$ cat src/rtl/npc_unit.sv
// Next-PC selection for a single-delay-slot MIPS-style fetch stage.
// Tracks delay slots, exception and eret redirects, and branches placed in delay slots.
`timescale 1ns/1ps
module npc_unit (
    input  logic        Clk,
    input  logic        Reset,
    input  logic [31:0] PC,
    input  logic        Stall,
    input  logic        BrTaken,
    input  logic [15:0] Imm16,
    input  logic        JEn,
    input  logic [25:0] Instr26,
    input  logic        JrEn,
    input  logic [31:0] JrAddr,
    input  logic        Exc,
    input  logic        Eret,
    input  logic [31:0] EPC,
    output logic [31:0] NPC,
    output logic [31:0] PC8,
    output logic        InSlot,
    output logic        BadSlot
);

    localparam int unsigned AW = 32;
    localparam logic [AW-1:0] EXC_VECTOR = 32'h0000_4180;

    typedef enum logic {
        SEQ  = 1'b0,
        SLOT = 1'b1
    } state_e;

    state_e          state_q, state_d;
    logic [AW-1:0]   target_q, target_d;
    logic            bad_q, bad_d;

    logic [AW-1:0]   pc4;
    logic [AW-1:0]   br_target;
    logic [AW-1:0]   j_target;
    logic [AW-1:0]   redirect_target;
    logic            redirect;

    // Candidate targets; all arithmetic wraps at 32 bits.
    always_comb begin
        pc4       = PC + AW'(4);
        br_target = pc4 + {{14{Imm16[15]}}, Imm16, 2'b00};
        j_target  = {pc4[31:28], Instr26, 2'b00};
        redirect  = JrEn | JEn | BrTaken;
        if (JrEn) begin
            redirect_target = JrAddr;
        end else if (JEn) begin
            redirect_target = j_target;
        end else begin
            redirect_target = br_target;
        end
    end

    // Per-cycle priority: Exc > Eret > Stall > slot resolution > new redirect > sequential.
    always_comb begin
        state_d  = state_q;
        target_d = target_q;
        bad_d    = bad_q;
        NPC      = pc4;
        if (Exc) begin
            NPC      = EXC_VECTOR;
            state_d  = SEQ;
            target_d = '0;
        end else if (Eret) begin
            NPC      = EPC;
            state_d  = SEQ;
            target_d = '0;
        end else if (Stall) begin
            NPC = PC;
        end else if (state_q == SLOT) begin
            NPC     = target_q;
            state_d = SEQ;
            if (redirect) begin
                bad_d = 1'b1;
            end
        end else if (redirect) begin
            target_d = redirect_target;
            state_d  = SLOT;
        end
    end

    always_comb begin
        PC8    = PC + AW'(8);
        InSlot = (state_q == SLOT);
    end

    assign BadSlot = bad_q;

    always_ff @(posedge Clk or negedge Reset) begin
        if (!Reset) begin
            state_q  <= SEQ;
            target_q <= '0;
            bad_q    <= 1'b0;
        end else begin
            state_q  <= state_d;
            target_q <= target_d;
            bad_q    <= bad_d;
        end
    end

endmodule

$ cat config.mk
export PLATFORM = sky130hd
export DESIGN_NAME = npc_unit
export DESIGN_NICKNAME = d
export VERILOG_FILES = /design/src/rtl/npc_unit.sv
export SDC_FILE = /design/constraint.sdc
export NUM_CORES = 1
export LEC_CHECK = 0
export CAP_MARGIN = 20
export CORE_MARGIN = 2
export CORE_UTILIZATION = 50
export CTS_CLUSTER_DIAMETER = 30
export DETAILED_ROUTE_END_ITERATION = 7
export PLACE_DENSITY = 0.89
export RECOVER_POWER = 100
export SYNTH_ARGS = -nofsm -noshare
export SYNTH_HDL_FRONTEND = slang
export SYNTH_SLANG_ARGS = --single-unit
$ cat constraint.sdc
create_clock -name Clk -period 7.5 [get_ports Clk]
set_input_delay 2.25 -clock Clk [delete_from_list [all_inputs] [get_ports Clk]]
set_output_delay 2.25 -clock Clk [all_outputs]
set_load 0.02 [all_outputs]
After elaboration in Yosys (flattened, before gate mapping)
Index checks and enable logic that the tools add are counted.
{"block": "word_totals", "reg_bits": 34, "in_bits": 146, "output_inout_bits": 66, "wordCells": 32}
{"block": "classes", "add_sub_neg": 3, "n_eq_ne": 2, "mux": 16, "n_bitwise": 5, "n_reduce_logical": 3}
{"cell": "2-to-1 mux 32 bit", "count": 11}
{"cell": "adder 32 x 3 -> 32 bit, second input constant", "count": 1}
{"cell": "adder 32 bit", "count": 1}
{"cell": "adder 32 x 4 -> 32 bit, second input constant", "count": 1}
{"cell": "2-to-1 mux 1 bit", "count": 5}
{"cell": "AND reduction 5 bit", "count": 1}
{"cell": "inequality test 3 x 1 -> 1 bit, second input constant", "count": 1}
{"cell": "inequality test 3 bit, second input constant", "count": 1}
{"cell": "NOT 1 bit", "count": 3}
{"cell": "AND reduction 3 bit", "count": 1}
{"cell": "nonzero test 3 bit", "count": 1}
{"cell": "bitwise OR 1 bit", "count": 2}

Logic depth before layout (Yosys ltp)
Gate-level depths: netlist (run 1).
{"block": "depth", "depth_word": 9, "ltp_mapped": 17, "mapped_depth_nobuf": 15}

Least setup slack after synthesis (run 1)
OpenSTA, ideal clock, no wires.
{"block": "synth_timing", "path_type": "in2out", "startpoint": "in PC[5]", "endpoint": "out NPC[19]", "arrival_time_ps": 4295, "required_ps": 5250, "setup_slack_ps": 955, "stages": 9, "n_path_buf": 1, "path_cell_list": "buf_2 > and4_4 > nand3_4 > nor2_1 > nand4_1 > nor2_1 > xor2_1 > o21ai_0 > a221oi_1"}
{"block": "synth_between", "elab_chain_len": 5}
{"item": "start, declared", "line": "7", "source": "input logic [31:0] PC,"}
{"item": "adder 32 x 3 -> 32 bit", "line": "44", "source": "pc4 = PC + AW'(4);"}
{"item": "2-to-1 mux 32 bit", "line": "73", "source": "end else if (state_q == SLOT) begin"}
{"item": "2-to-1 mux 32 bit", "line": "71", "source": "end else if (Stall) begin"}
{"item": "2-to-1 mux 32 bit", "line": "67", "source": "end else if (Eret) begin"}
{"item": "2-to-1 mux 32 bit", "line": "63", "source": "if (Exc) begin"}
{"item": "end, declared", "line": "18", "source": "output logic [31:0] NPC,"}
Every way passes these cells.

Worst setup path in the final report (run 1)
{"block": "layout_timing", "startpoint": "in PC[7]", "endpoint": "out NPC[26]"}
Same word-level chain as after synthesis.

==> impl_metrics.xml, run 1 <==
<?xml version="1.0" encoding="UTF-8"?>
<metrics>
  <group name="sta">
    <metric name="finalSetupViolCount" unit="">0</metric>
    <metric name="achievable-frequency" unit="MHz">135.8</metric>
    <metric name="fin_crit_sh" unit="%">98.17</metric>
    <metric name="rsz0062_at_grt" unit="">false</metric>
    <metric name="worst-slew-pin-transition" unit="ns">1.878</metric>
    <metric name="period_needed" unit="ns">7.362</metric>
    <metric name="clock-skew-final" unit="ns">0.004795</metric>
    <metric name="timing.max_slew.rel_slack" unit="%">-25.18</metric>
    <metric name="maxSlewViolCount" unit="">35</metric>
    <metric name="setup_total_negative_slack" unit="ns">0</metric>
    <metric name="hold_viol_final" unit="">0</metric>
  </group>
  <group name="critical_path">
    <metric name="critical_path_class" unit="">input port to primary output</metric>
    <metric name="worstPathRequired" unit="ns">5.25</metric>
    <metric name="worst_setup_path_end_kind" unit="">primary output</metric>
    <metric name="critical_path.most_common_cell" unit="">clkdlybuf4s50_1</metric>
    <metric name="arrival" unit="ns">5.11</metric>
    <metric name="worstSetupStartpointType" unit="">input port</metric>
    <metric name="worstPathCellList" unit="">clkdlybuf4s50_1 &gt; nand4_4 &gt; nor4_4 &gt; clkbuf_2 &gt; nand4_1 &gt; xnor2_1 &gt; mux2i_1 &gt; nor2_1 &gt; a211oi_1 &gt; nor3_1 &gt; clkdlybuf4s50_1</metric>
    <metric name="critPathMaxStageDelay" unit="ns">0.63</metric>
    <metric name="critPathSlowestCell" unit="">clkdlybuf4s50_1</metric>
    <metric name="worst_path_maximum_fanout" unit="">7</metric>
  </group>
  <group name="synth">
    <metric name="synth.top_cell.area_share" unit="%">14.70</metric>
    <metric name="synth_largest_area_cell" unit="">dfrtp_1</metric>
    <metric name="synthesis.nets" unit="">1004</metric>
    <metric name="seq_area_frac_synth" unit="%">14.70</metric>
    <metric name="synth.yosys.warnings" unit="">0</metric>
    <metric name="synth_edf_count" unit="">0</metric>
    <metric name="ys.flop_type" unit="">dfrtp_1</metric>
    <metric name="synthTopCellsByArea" unit="">dfrtp_1, xnor2_1, ha_1</metric>
    <metric name="yosysUniqueCellTypes" unit="">76</metric>
    <metric name="async_flop_share" unit="%">100.0</metric>
    <metric name="postSynthRegisterBits" unit="">34</metric>
    <metric name="synth_area_per_cell" unit="µm²">7.040</metric>
    <metric name="netlist_area" unit="µm²">5787</metric>
    <metric name="synth_cells" unit="">822</metric>
  </group>
  <group name="worst_hold_path">
    <metric name="hold_path_class" unit="">flip-flop to flip-flop</metric>
  </group>
  <group name="route">
    <metric name="first_drt_iteration_drcs" unit="">756</metric>
    <metric name="dr_vias_cell" unit="">6.238</metric>
    <metric name="routed_wl" unit="µm">22400</metric>
    <metric name="routedWlPerCell" unit="µm">19.03</metric>
    <metric name="ant_nets" unit="">0</metric>
    <metric name="vias" unit="">7342</metric>
    <metric name="drt_first_pass_iters" unit="">8</metric>
    <metric name="drc_errors" unit="">0</metric>
  </group>
  <group name="clocking">
    <metric name="clk_latency" unit="ns">0.28</metric>
    <metric name="number_of_buffers_added_by_the_clock_tree_synthesis_step" unit="">5</metric>
    <metric name="cts_max_level" unit="">2</metric>
    <metric name="cts.sink_count" unit="">34</metric>
    <metric name="maximum_buffer_depth_of_the_clock_tree" unit="">2</metric>
    <metric name="root_buffer_cell" unit="">clkbuf_16</metric>
    <metric name="cts_tree" unit="">done</metric>
    <metric name="clk_pin_slew_worst_paths" unit="ns">0.06</metric>
  </group>
  <group name="final_layout">
    <metric name="share_of_final_layout_standard_cells_stronger_than_drive_strength_1" unit="%">7.834</metric>
    <metric name="area_growth_syn_to_layout" unit="%">44.50</metric>
    <metric name="finish.net_count" unit="">1215</metric>
    <metric name="antenna_cells" unit="">0</metric>
  </group>
  <group name="placement">
    <metric name="routability_congestion_estimate_from_global_placement" unit="">1.028</metric>
    <metric name="buffer_ports.inserted" unit="">211</metric>
    <metric name="dp_hpwl" unit="µm">17430</metric>
  </group>
  <group name="power">
    <metric name="vdd_ir_drop_max" unit="mV">0.09731</metric>
    <metric name="p_per_area" unit="nW/µm²">114.4</metric>
    <metric name="p_leak" unit="nW">3.488</metric>
    <metric name="post-layout-total-power" unit="µW">956.6</metric>
  </group>
  <group name="job">
    <metric name="timing.max_cap.violations" unit="">1</metric>
  </group>
  <group name="global_routing">
    <metric name="grtUsageTotal" unit="%">34.68</metric>
    <metric name="grt_start_max_net_pins" unit="">48</metric>
    <metric name="grt_remaining_overflow" unit="">0</metric>
    <metric name="global_route_wire_length_before_repair" unit="µm">35460</metric>
    <metric name="grt_pass1_vias" unit="">6852</metric>
    <metric name="antenna_violations_before_repair" unit="">0</metric>
  </group>
  <group name="die">
    <metric name="chipWidth" unit="µm">111.6</metric>
    <metric name="die-area" unit="µm²">12450</metric>
    <metric name="initial_standard_cell_utilization_of_the_core" unit="%">50.90</metric>
    <metric name="io_pins" unit="">212</metric>
    <metric name="rows" unit="">39</metric>
    <metric name="fp.dieH" unit="µm">111.6</metric>
    <metric name="design.core.area" unit="µm²">11370</metric>
  </group>
  <group name="run_status">
    <metric name="run_status" unit="">finished, violations left</metric>
    <metric name="violations" unit="">max-capacitance violations, max-slew violations</metric>
  </group>
</metrics>
==> cell families (layout without fill, tap and decap cells) <==
logic type,after synthesis,after routing,share of synthesized area [%]
multiplexers,21,21,3.697
adder cells (fa/ha/maj),36,36,7.914
flip-flops,34,34,14.70
buffers and inverters,93,305,6.984
AO/OA/AOI/OAI,261,261,29.38
XOR/XNOR,75,75,11.48
AND/OR/NAND/NOR,302,302,25.84
==> cells in the final DEF, fill, tap and decap left out, types with 6 or more instances in the layout <==
cell               n
clkdlybuf4s50_1  153
nor2_1            97
nand2_1           76
a21oi_1           68
o21ai_0           66
dlygate4sd3_1     55
buf_4             54
xnor2_1           51
ha_1              35
dfrtp_1           34
nand3_1           30
inv_1             23
xor2_1            23
nor3_1            22
nand4_1           18
o211ai_1          18
mux2i_1           18
a211oi_1          13
a21o_1            13
nand2b_1          12
and3_1            11
a221oi_1           9
o22ai_1            8
o21bai_1           8
clkbuf_1           7
nor2b_1            6
==> sequential cells by signal, indices dropped and copies added (netlist names) <==
register	cells
BadSlot	1
InSlot	1
target_q	32
==> worst max-delay path, delay by kind of cell <==
family	cells	cell delay, ns
buf+inv	3	1.43
xor+xnor	1	0.22
compound gates	1	0.07
mux	1	0.10
simple gates	5	1.03
==> layer usage <==
metal / global-route usage (%) / up-vias / share of wire (%)
met2: 58.50 / 419 / 47
met4: 8.066 / 0 / 2.5
met1: 46.39 / 3447 / 39
met3: 6.260 / 56 / 11
li1: - / 3420 / -
met5: 0 / - / 0
==> synthesized netlist by cell type (12+ instances only) <==
cell type,n
inv_1,23
a21oi_1,67
nand3_1,30
ha_1,35
o21ai_0,66
mux2i_1,18
nor3_1,22
o211ai_1,18
a21o_1,13
nand2b_1,12
xnor2_1,51
nand4_1,18
a211oi_1,13
nand2_1,76
nor2_1,96
buf_2,14
dfrtp_1,34
xor2_1,23
clkbuf_1,42
==> final timing paths <==
kind | start | endpoint | slack [ns] | cells past startpoint
worst max-delay path | PC[7] | NPC[26] | 0.14 | 11
worst min-delay path | BadSlot | BadSlot | 0.47 | 1
worst max register to register | InSlot | target_q[25] | 4.98 | 6
worst min register to register | BadSlot | BadSlot | 0.47 | 1
max in group asynchronous | Reset | target_q[18] | 3.40 | 2
min in group asynchronous | Reset | target_q[20] | 3.02 | 2
==> metrics by stage <==
stage                     hold slack (ns)  instances  setup slack [ns]  util (%)  cell area, µm²
final                              0.4712       1177            0.1376     73.54            8362
after global routing               0.5124       1177          0.007029     73.54            8362
after CTS                          0.4805       1176            0.1114     73.98            8412
after detailed placement           0.4645       1168            0.1196     72.28            8218
after global placement             0.4590       1168            0.1609     72.28            8218
after floorplan                    0.4413        822            0.9554         -            5787
==> final cells by class <==
type,instances,area [µm²]
Clock inverter,3,68.82
Tap cell,143,178.9
Inverter,25,93.84
Multi-Input combinational cell,695,4513
Clock buffer,5,125.1
Sequential cell,34,850.8
Timing Repair Buffer,272,2531
Fill cell,913,3008
==> power by group <==
group	internal (mW)	total (mW)	switching (mW)
registers	0.192	0.199	0.00709
logic	0.224	0.485	0.261
clock network	0.191	0.272	0.0811
==> what timing repair did <==
item	4_1_cts	5_1_grt
hold buffers	0	0
buffers inserted	0	1
endpoints found under the setup margin	0	4
gates resized for setup	0	3
(Power assumes the default switching activity.)
==> run 2, diff against run 1 <==
Settings changed: SKIP_LAST_GASP set to 1.
==> results of run 2 <==
Same layout as run 1: the final DEF is identical, and so are final timing and power.
==> run 3, diff against run 2 <==
Settings changed: CAP_MARGIN 20 to not set, CTS_CLUSTER_SIZE set to 12, SKIP_LAST_GASP 1 to not set.
==> results of run 3 <==
Same layout as run 1: the final DEF is identical, and so are final timing and power.
